<file path="config.mk">
export PLATFORM = sky130hd
export DESIGN_NAME = regfile_dump_unit_flat
export DESIGN_NICKNAME = d
export VERILOG_FILES = /design/src/rtl/regfile_dump_unit_if.sv /design/src/rtl/regfile_dump_unit.sv /design/src/flat_wrapper.sv
export SDC_FILE = /design/constraint.sdc
export NUM_CORES = 1
export LEC_CHECK = 0
export CORE_ASPECT_RATIO = 0.8
export CORE_MARGIN = 10
export CORE_UTILIZATION = 48
export DETAILED_ROUTE_END_ITERATION = 7
export GPL_TIMING_DRIVEN = 0
export PLACE_DENSITY = 0.79
export SYNTH_ARGS = -nofsm -noshare
export SYNTH_HDL_FRONTEND = slang
export SYNTH_SLANG_ARGS = --single-unit
</file>
<file path="constraint.sdc">
create_clock -name clk -period 2.8 [get_ports clk]
set_clock_uncertainty 0.15 [all_clocks]
set_input_delay 0.7 -clock clk [delete_from_list [all_inputs] [get_ports clk]]
set_output_delay 0.7 -clock clk [all_outputs]
set_load 0.01 [all_outputs]
</file>
<file path="src/rtl/regfile_dump_unit_if.sv">
// Byte-stream link between the register dump reader and the TX/debug sink.
// master drives data/valid, slave returns ready.
interface regfile_dump_unit_if;
    logic [7:0] tx_data_o;
    logic       tx_valid_o;
    logic       tx_ready_i;

    modport master (output tx_data_o, output tx_valid_o, input tx_ready_i);
    modport slave  (input tx_data_o, input tx_valid_o, output tx_ready_i);
endinterface

</file>
<file path="src/rtl/regfile_dump_unit.sv">
// Walks x0..x(NUM_REGS-1) over the regfile debug read port and streams each word
// as bytes over a valid/ready link. Optional trailing XOR byte: DUMP_CHECKSUM_EN.
module regfile_dump_unit #(
    parameter int unsigned NUM_REGS  = 32,
    parameter bit          LSB_FIRST = 1'b1
) (
    input  logic                 clk,
    input  logic                 rst_n,
    input  logic                 start_i,
    input  logic                 abort_i,
    output logic [4:0]           rs_dbg_addr_o,
    input  logic [31:0]          rs_dbg_data_i,
    output logic                 busy_o,
    output logic                 done_o,
    regfile_dump_unit_if.master  tx
);

`ifdef DUMP_CHECKSUM_EN
    typedef enum logic [2:0] {IDLE, LOAD, SEND, CSUM, DONE} state_t;
`else
    typedef enum logic [2:0] {IDLE, LOAD, SEND, DONE} state_t;
`endif

    localparam logic [4:0] LAST_IDX = 5'(NUM_REGS - 1);

    state_t      state, state_nxt;
    logic [4:0]  idx;
    logic [1:0]  byte_cnt;
    logic [31:0] word;
    logic [1:0]  byte_sel;
    logic [7:0]  cur_byte;
    logic [7:0]  tx_data;
    logic        tx_valid;
    logic        busy;
    logic        done;
`ifdef DUMP_CHECKSUM_EN
    logic [7:0]  csum;
`endif

    // MSB-first order is just the byte counter reversed
    assign byte_sel = LSB_FIRST ? byte_cnt : ~byte_cnt;
    assign cur_byte = word[{byte_sel, 3'b000} +: 8];

    always_ff @(posedge clk or negedge rst_n) begin
        if (!rst_n) state <= IDLE;
        else        state <= state_nxt;
    end

    always_comb begin
        state_nxt = state;
        tx_valid  = 1'b0;
        tx_data   = '0;
        busy      = 1'b0;
        done      = 1'b0;
        unique case (state)
            IDLE: if (start_i) state_nxt = LOAD;
            LOAD: begin
                busy      = 1'b1;
                state_nxt = abort_i ? IDLE : SEND;
            end
            SEND: begin
                busy     = 1'b1;
                tx_valid = 1'b1;
                tx_data  = cur_byte;
                if (tx.tx_ready_i) begin
                    if (abort_i) begin
                        state_nxt = IDLE;
                    end else if (byte_cnt == 2'd3) begin
`ifdef DUMP_CHECKSUM_EN
                        state_nxt = (idx == LAST_IDX) ? CSUM : LOAD;
`else
                        state_nxt = (idx == LAST_IDX) ? DONE : LOAD;
`endif
                    end
                end
            end
`ifdef DUMP_CHECKSUM_EN
            CSUM: begin
                busy     = 1'b1;
                tx_valid = 1'b1;
                tx_data  = csum;
                if (tx.tx_ready_i) state_nxt = abort_i ? IDLE : DONE;
            end
`endif
            DONE: begin
                done      = 1'b1;
                state_nxt = IDLE;
            end
            default: state_nxt = IDLE;
        endcase
    end

    always_ff @(posedge clk or negedge rst_n) begin
        if (!rst_n) begin
            idx      <= '0;
            byte_cnt <= '0;
            word     <= '0;
`ifdef DUMP_CHECKSUM_EN
            csum     <= '0;
`endif
        end else begin
            unique case (state)
                IDLE: begin
                    idx      <= '0;
                    byte_cnt <= '0;
`ifdef DUMP_CHECKSUM_EN
                    if (start_i) csum <= '0;
`endif
                end
                LOAD: begin
                    if (abort_i) begin
                        idx      <= '0;
                        byte_cnt <= '0;
                    end else begin
                        word <= rs_dbg_data_i;
                    end
                end
                SEND: begin
                    if (tx.tx_ready_i) begin
`ifdef DUMP_CHECKSUM_EN
                        csum <= csum ^ cur_byte;
`endif
                        if (abort_i) begin
                            idx      <= '0;
                            byte_cnt <= '0;
                        end else begin
                            byte_cnt <= byte_cnt + 2'd1;
                            if (byte_cnt == 2'd3 && idx != LAST_IDX) idx <= idx + 5'd1;
                        end
                    end
                end
`ifdef DUMP_CHECKSUM_EN
                CSUM: begin
                    if (tx.tx_ready_i && abort_i) begin
                        idx      <= '0;
                        byte_cnt <= '0;
                    end
                end
`endif
                DONE: begin
                    idx      <= '0;
                    byte_cnt <= '0;
                end
                default: begin
                    idx      <= '0;
                    byte_cnt <= '0;
                end
            endcase
        end
    end

    assign rs_dbg_addr_o = idx;
    assign tx.tx_data_o  = tx_data;
    assign tx.tx_valid_o = tx_valid;
    assign busy_o        = busy;
    assign done_o        = done;

endmodule

</file>
<file path="src/flat_wrapper.sv">
// flat-port wrapper written by rule: the top's interface ports become plain ports
module regfile_dump_unit_flat 
#(
    parameter int unsigned NUM_REGS  = 32,
    parameter bit          LSB_FIRST = 1'b1
)
  (clk, rst_n, start_i, abort_i, rs_dbg_addr_o, rs_dbg_data_i, busy_o, done_o, tx_tx_data_o, tx_tx_valid_o, tx_tx_ready_i);
  regfile_dump_unit_if tx_i ();
  input  logic clk;
  input  logic rst_n;
  input  logic start_i;
  input  logic abort_i;
  output logic [4:0] rs_dbg_addr_o;
  input  logic [31:0] rs_dbg_data_i;
  output logic busy_o;
  output logic done_o;
  output wire logic [$bits(tx_i.tx_data_o)-1:0] tx_tx_data_o;
  output wire logic [$bits(tx_i.tx_valid_o)-1:0] tx_tx_valid_o;
  input wire logic [$bits(tx_i.tx_ready_i)-1:0] tx_tx_ready_i;
  assign tx_tx_data_o = tx_i.tx_data_o;
  assign tx_tx_valid_o = tx_i.tx_valid_o;
  assign tx_i.tx_ready_i = tx_tx_ready_i;
  regfile_dump_unit #(.NUM_REGS(NUM_REGS), .LSB_FIRST(LSB_FIRST)) u_core (.clk(clk), .rst_n(rst_n), .start_i(start_i), .abort_i(abort_i), .rs_dbg_addr_o(rs_dbg_addr_o), .rs_dbg_data_i(rs_dbg_data_i), .busy_o(busy_o), .done_o(done_o), .tx(tx_i));
endmodule
</file>
=== After elaboration in Yosys (flattened, before gate mapping) ===
Index checks and enable logic that the tools add are counted.

* Word-level logic and storage cells: 46
* Input port bits: 37
* Memory bits (read-only): 0
* Bits in writable memories: 0
* Memories kept: 0
* Latch bits: 0
* Flip-flop bits (word level): 42
* Output and inout port bits: 16

* Reductions and logical operators: 7
* Shifts and indexed selects: 1
* Bitwise operators: 1
* Order comparisons: 0
* Mux-type cells: 20
* Equality and inequality tests: 11
* $mul: 0
* Add/sub/neg operators: 2
* Div/mod/pow operators: 0

{| class="wikitable"
|+ Operators by type and width
! kind !! number
|-
| 32-bit by 6-bit indexed part select with 8-bit output || 1
|-
| 5-bit 2-to-1 mux || 4
|-
| 3-bit 2-to-1 mux || 4
|-
| 2-bit 2-to-1 mux || 5
|-
| 5-bit case mux with 2 select lines || 1
|-
| 3-bit case mux with 3 select lines || 1
|-
| 8-bit 2-to-1 mux || 1
|-
| 3-bit by 2-bit equality test with 1-bit output, second input constant || 2
|-
| 2-bit != test, second input constant || 3
|-
| 3-bit by 2-bit != test with 1-bit output, second input constant || 2
|-
| 3-bit AND reduction || 2
|-
| 5-bit by 1-bit adder with 5-bit output, second input constant || 1
|-
| 5-bit equality test, second input constant || 1
|-
| 5-bit != test, second input constant || 1
|-
| 2-bit case mux with 2 select lines || 1
|-
| 2-bit AND reduction || 2
|-
| 3-bit by 1-bit equality test with 1-bit output, second input constant || 1
|-
| 3-bit zero test || 1
|-
| 1-bit 2-to-1 mux || 3
|-
| 2-bit by 1-bit adder with 2-bit output, second input constant || 1
|-
| 2-bit equality test, second input constant || 1
|-
| 2-bit OR reduction || 1
|-
| 1-bit logical AND || 1
|-
| 1-bit inverter || 1
|}

=== Logic depth before layout (Yosys ltp) ===
* Word-level depth: 6
* Depth in mapped cells: 7
* Depth with buffers taken out: 7

=== Worst setup path before layout ===
No wires, ideal clock.

* Kind: reg2out
* From: register u_core.byte_cnt[0]
* To: output port tx_tx_data_o[0]
* Path buffers: 1
* Stages on the path, launching flop included: 4
* Arrival time: 1.327 ns
* Path slack: 0.623 ns
* Data required time: 1.950 ns
* Cell sequence: dfrtp_1 buf_2 mux4_2 and2_1

* Cells in the longest elaborated chain, start to end: 2

{| class="wikitable"
|+ Ends and longest elaborated chain
! item !! line !! text
|-
| start: declaration || regfile_dump_unit.sv:28 || <nowiki>logic [1:0] byte_cnt;</nowiki>
|-
| start signal: assignment || regfile_dump_unit.sv:127 || <nowiki>byte_cnt <= byte_cnt + 2'd1;</nowiki>
|-
| 32-bit by 6-bit indexed part select with 8-bit output || regfile_dump_unit.sv:42 || <nowiki>assign cur_byte = word[{byte_sel, 3'b000} +: 8];</nowiki>
|-
| 8-bit 2-to-1 mux || regfile_dump_unit.sv:55 || <nowiki>unique case (state)</nowiki>
|-
| end: declaration || flat_wrapper.sv:17 || <nowiki>output wire logic [$bits(tx_i.tx_data_o)-1:0] tx_tx_data_o;</nowiki>
|}

No other way between the ends.

=== Worst setup path in the final report ===
* From: register u_core.byte_cnt[0]
* To: output port tx_tx_data_o[1]

Same word-level chain as after synthesis.

==> results_dict.tcl <==
set metrics [dict create \
    clk_pin_slew_ns 0.07 \
    p_comb_share_pct 38.9 \
    relSlewSlack_pct 41.3 \
    grt_max_degree 42 \
    dpl.cell_count 253 \
    required_ns 1.95 \
    crit_fanout 8 \
    synth-seq-area-share_pct 51.8 \
    cap_violations 0 \
    fin_crit_ns 2.74 \
    avgSynthCellArea_sq_um 13.6 \
    crit_chain "buf_6, buf_4, mux4_2, and2_1, dlygate4sd2_1" \
    numCtsBuffers 5 \
    dr.first_iter.drc_count 47 \
    dieArea_sq_um 7110 \
    hold_violations 0 \
    clockBufferDepth 2 \
    dr.pass1.iters 4 \
    critPathTopFamily "buffers and inverters" \
    cts_max_level 2 \
    finalNonFillerCells 267 \
    clock.fmax_ghz 0.365 \
    grt_usage_pct 13.8 \
    routed_wirelength_mm 4.64 \
    rsz0062_at_grt "no" \
    vias 1392 \
    clk_root_buffer_cell "clkbuf_8" \
    worst_slew_pin_slew_ns 0.881 \
    drt-wirelength-per-cell_microns 17.4 \
    worstSkewPairLatency_ns 0.30 \
    holdBufCountCts 0 \
    drive_gt1_share_pct 27.8 \
    synth_edf_count 0 \
    worstPathArrival_ns 1.89 \
    grt_pass1_wl_mm 7.87 \
    numClockSinks 41 \
    hold_ws_ns 0.335 \
    tns_ns 0 \
    grt_pass1_vias 1616 \
    drc_errors 0 \
    finalCritPeriodShare_pct 97.8 \
    fill_cells 276 \
    nets 255 \
    p_int_mw 1.62 \
    dp_hpwl_mm 3.53 \
    end_kind "output port" \
    status "completed" \
    numPortBuffers 52 \
    synth_area_sq_um 1980 \
    antenna_cells 0 \
    startpoint_type "flip-flop" \
    slew_viol_final 0 \
    antenna_found_initial 0 \
    synth_ff_type "dfrtp_1" \
    holdCritStartpoint "u_core.word[23]" \
    ys_ff_latch 41 \
    crit_path_max_incr_delay_ns 0.48 \
    worstSetupStartpoint "u_core.byte_cnt[0]" \
    min-delay-path-class "flip-flop to flip-flop" \
    place_congestion 0.734 \
    peakVddDrop_v 0.000535 \
    pwr_density_cell_nw_per_um2 851 \
    setup_viol 0 \
    io_pins 53 \
    via_per_inst 5.21 \
    pwr-share-clk_pct 18.4 \
    core_sq_um 3880 \
    synthCells 146 \
    p_sw_share_pct 30.0 \
    path_class "flip-flop to output port" \
    p_leak_nw 1.20 \
    cpMaxStageDelayCell "mux4_2" \
    synth_nets 190 \
    cp.buffers_inverters 3 \
    power.switching_mw 0.695 \
    die_w_microns 91.8 \
    initial_core_util_pct 51.0 \
    worst_r2r_startpoint "u_core.rs_dbg_addr_o[0]" \
    syn_to_final_growth_pct 37.6 \
    yosysWarnings 0 \
    async_flop_share_pct 100 \
    core.rowCount 20 \
    cts_tree "built" \
    grt.overflow.total 0 \
    synth.distinct_cells 24 \
    ant_nets 0 \
    share_seq_of_total_power_pct 42.7 \
    die_h_microns 77.4 \
]
[final cells by class]
class,instances,area (sq um),area share [%]
Buffer,7,50.0,1.84
Clock buffer,7,96.3,3.54
Clock inverter,1,5.00,0.184
Inverter,3,11.3,0.413
Multi-Input combinational cell,95,912,33.5
Sequential cell,41,1030,37.7
Tap cell,55,68.8,2.53
Timing Repair Buffer,58,554,20.3
[power groups by stage]
stage                     sequential (mW)  combinational (mW)  clock, mW
final                               0.990               0.902      0.427
after floorplan                     0.950               0.621          0
after global placement              0.977               0.862          0
after detailed placement             1.00               0.907          0
after global routing                 1.02               0.990      0.456
after CTS                           0.989               0.916      0.439
[routing by layer]
layer  track usage [%]  wire length (microns)
met4              6.46                     94
met1              15.0                   1960
met2              23.8                   2350
met5                 0                      0
met3              4.62                    232
[flip-flops by register name, summed over array words and instances, names as in the netlist]
register and count:
u_core.word 32, u_core.state 2, u_core.byte_cnt 2, u_core.rs_dbg_addr_o 5
[metrics by stage]
step	setup WS, ns	utilization [%]	power (mW)	instance area, sq um
floorplan	0.623	-	1.57	1980
global placement	-0.0813	66.2	1.84	2570
detailed placement	0.0311	66.1	1.91	2560
CTS	0.0229	69.8	2.34	2710
global route	0.00465	70.2	2.46	2720
finish	0.0617	70.2	2.32	2720
[cell usage after synthesis, types with 2 or more instances]
| master | count | area share, % |
|---|---|---|
| dfrtp_1 | 41 | 52 |
| mux2_2 | 27 | 15 |
| and2_1 | 9 | 2.8 |
| mux4_2 | 8 | 9.1 |
| ha_1 | 7 | 4.4 |
| nand2_1 | 7 | 1.3 |
| mux2_1 | 6 | 3.4 |
| buf_2 | 5 | 1.3 |
| o21ai_0 | 5 | 1.3 |
| o21ai_1 | 5 | 1.3 |
| a21oi_1 | 4 | 1.0 |
| nor2b_1 | 4 | 1.3 |
| inv_1 | 3 | 0.57 |
| nand2b_1 | 3 | 0.95 |
| clkbuf_1 | 2 | 0.38 |
| nor2_1 | 2 | 0.38 |
[worst reg2reg max path: stages (launching register included)]
cell and delay (ns):
dfrtp_1 0.43, ha_1 0.25, and3_1 0.20, ha_1 0.19, nand2b_1 0.14, a211o_1 0.39, or2_1 0.28, o31ai_2 0.18
[cells in the final DEF, fill, tap and decap left out, drive strengths merged]
cell and count:
a211o 1, a21oi 4, and2 9, and3 1, and4b 1, buf 13, clkbuf 8, clkdlybuf4s50 43
clkinv 1, dfrtp 41, dlygate4sd2 7, dlymetal6s2s 1, ha 7, inv 3, mux2 33, mux4 8
nand2 7, nand2b 3, nand3 1, nor2 2, nor2b 4, nor4bb 1, o211ai 1, o21ai 10
o31ai 1, or2 1
[worst paths after layout]
check | to | slack (ns) | cells after the start
hold reg to reg | u_core.word[23] | 0.34 | 1
setup reg to reg | u_core.rs_dbg_addr_o[3] | 0.51 | 7
min in group asynchronous | u_core.word[29] | 0.37 | 1
hold / removal | u_core.word[23] | 0.34 | 1
max in group asynchronous | u_core.rs_dbg_addr_o[2] | 1.58 | 1
setup / recovery | tx_tx_data_o[1] | 0.06 | 5
[cell families (layout without fill, tap and decap cells)]
logic type | Yosys count | count (layout) | share of synthesized area [%]
fa+ha+maj | 7 | 7 | 4.42
simple gates | 30 | 30 | 8.66
mux | 41 | 41 | 27.9
flops | 41 | 41 | 51.8
compound gates | 17 | 17 | 4.99
buf+inv | 10 | 76 | 2.21
[repair_timing]
item,in CTS,in global routing
pin swaps,0,0
setup endpoints to repair,8,3
resized for setup,14,2
setup buffers,4,2
Note: power is estimated with default switching activity, not from simulation.
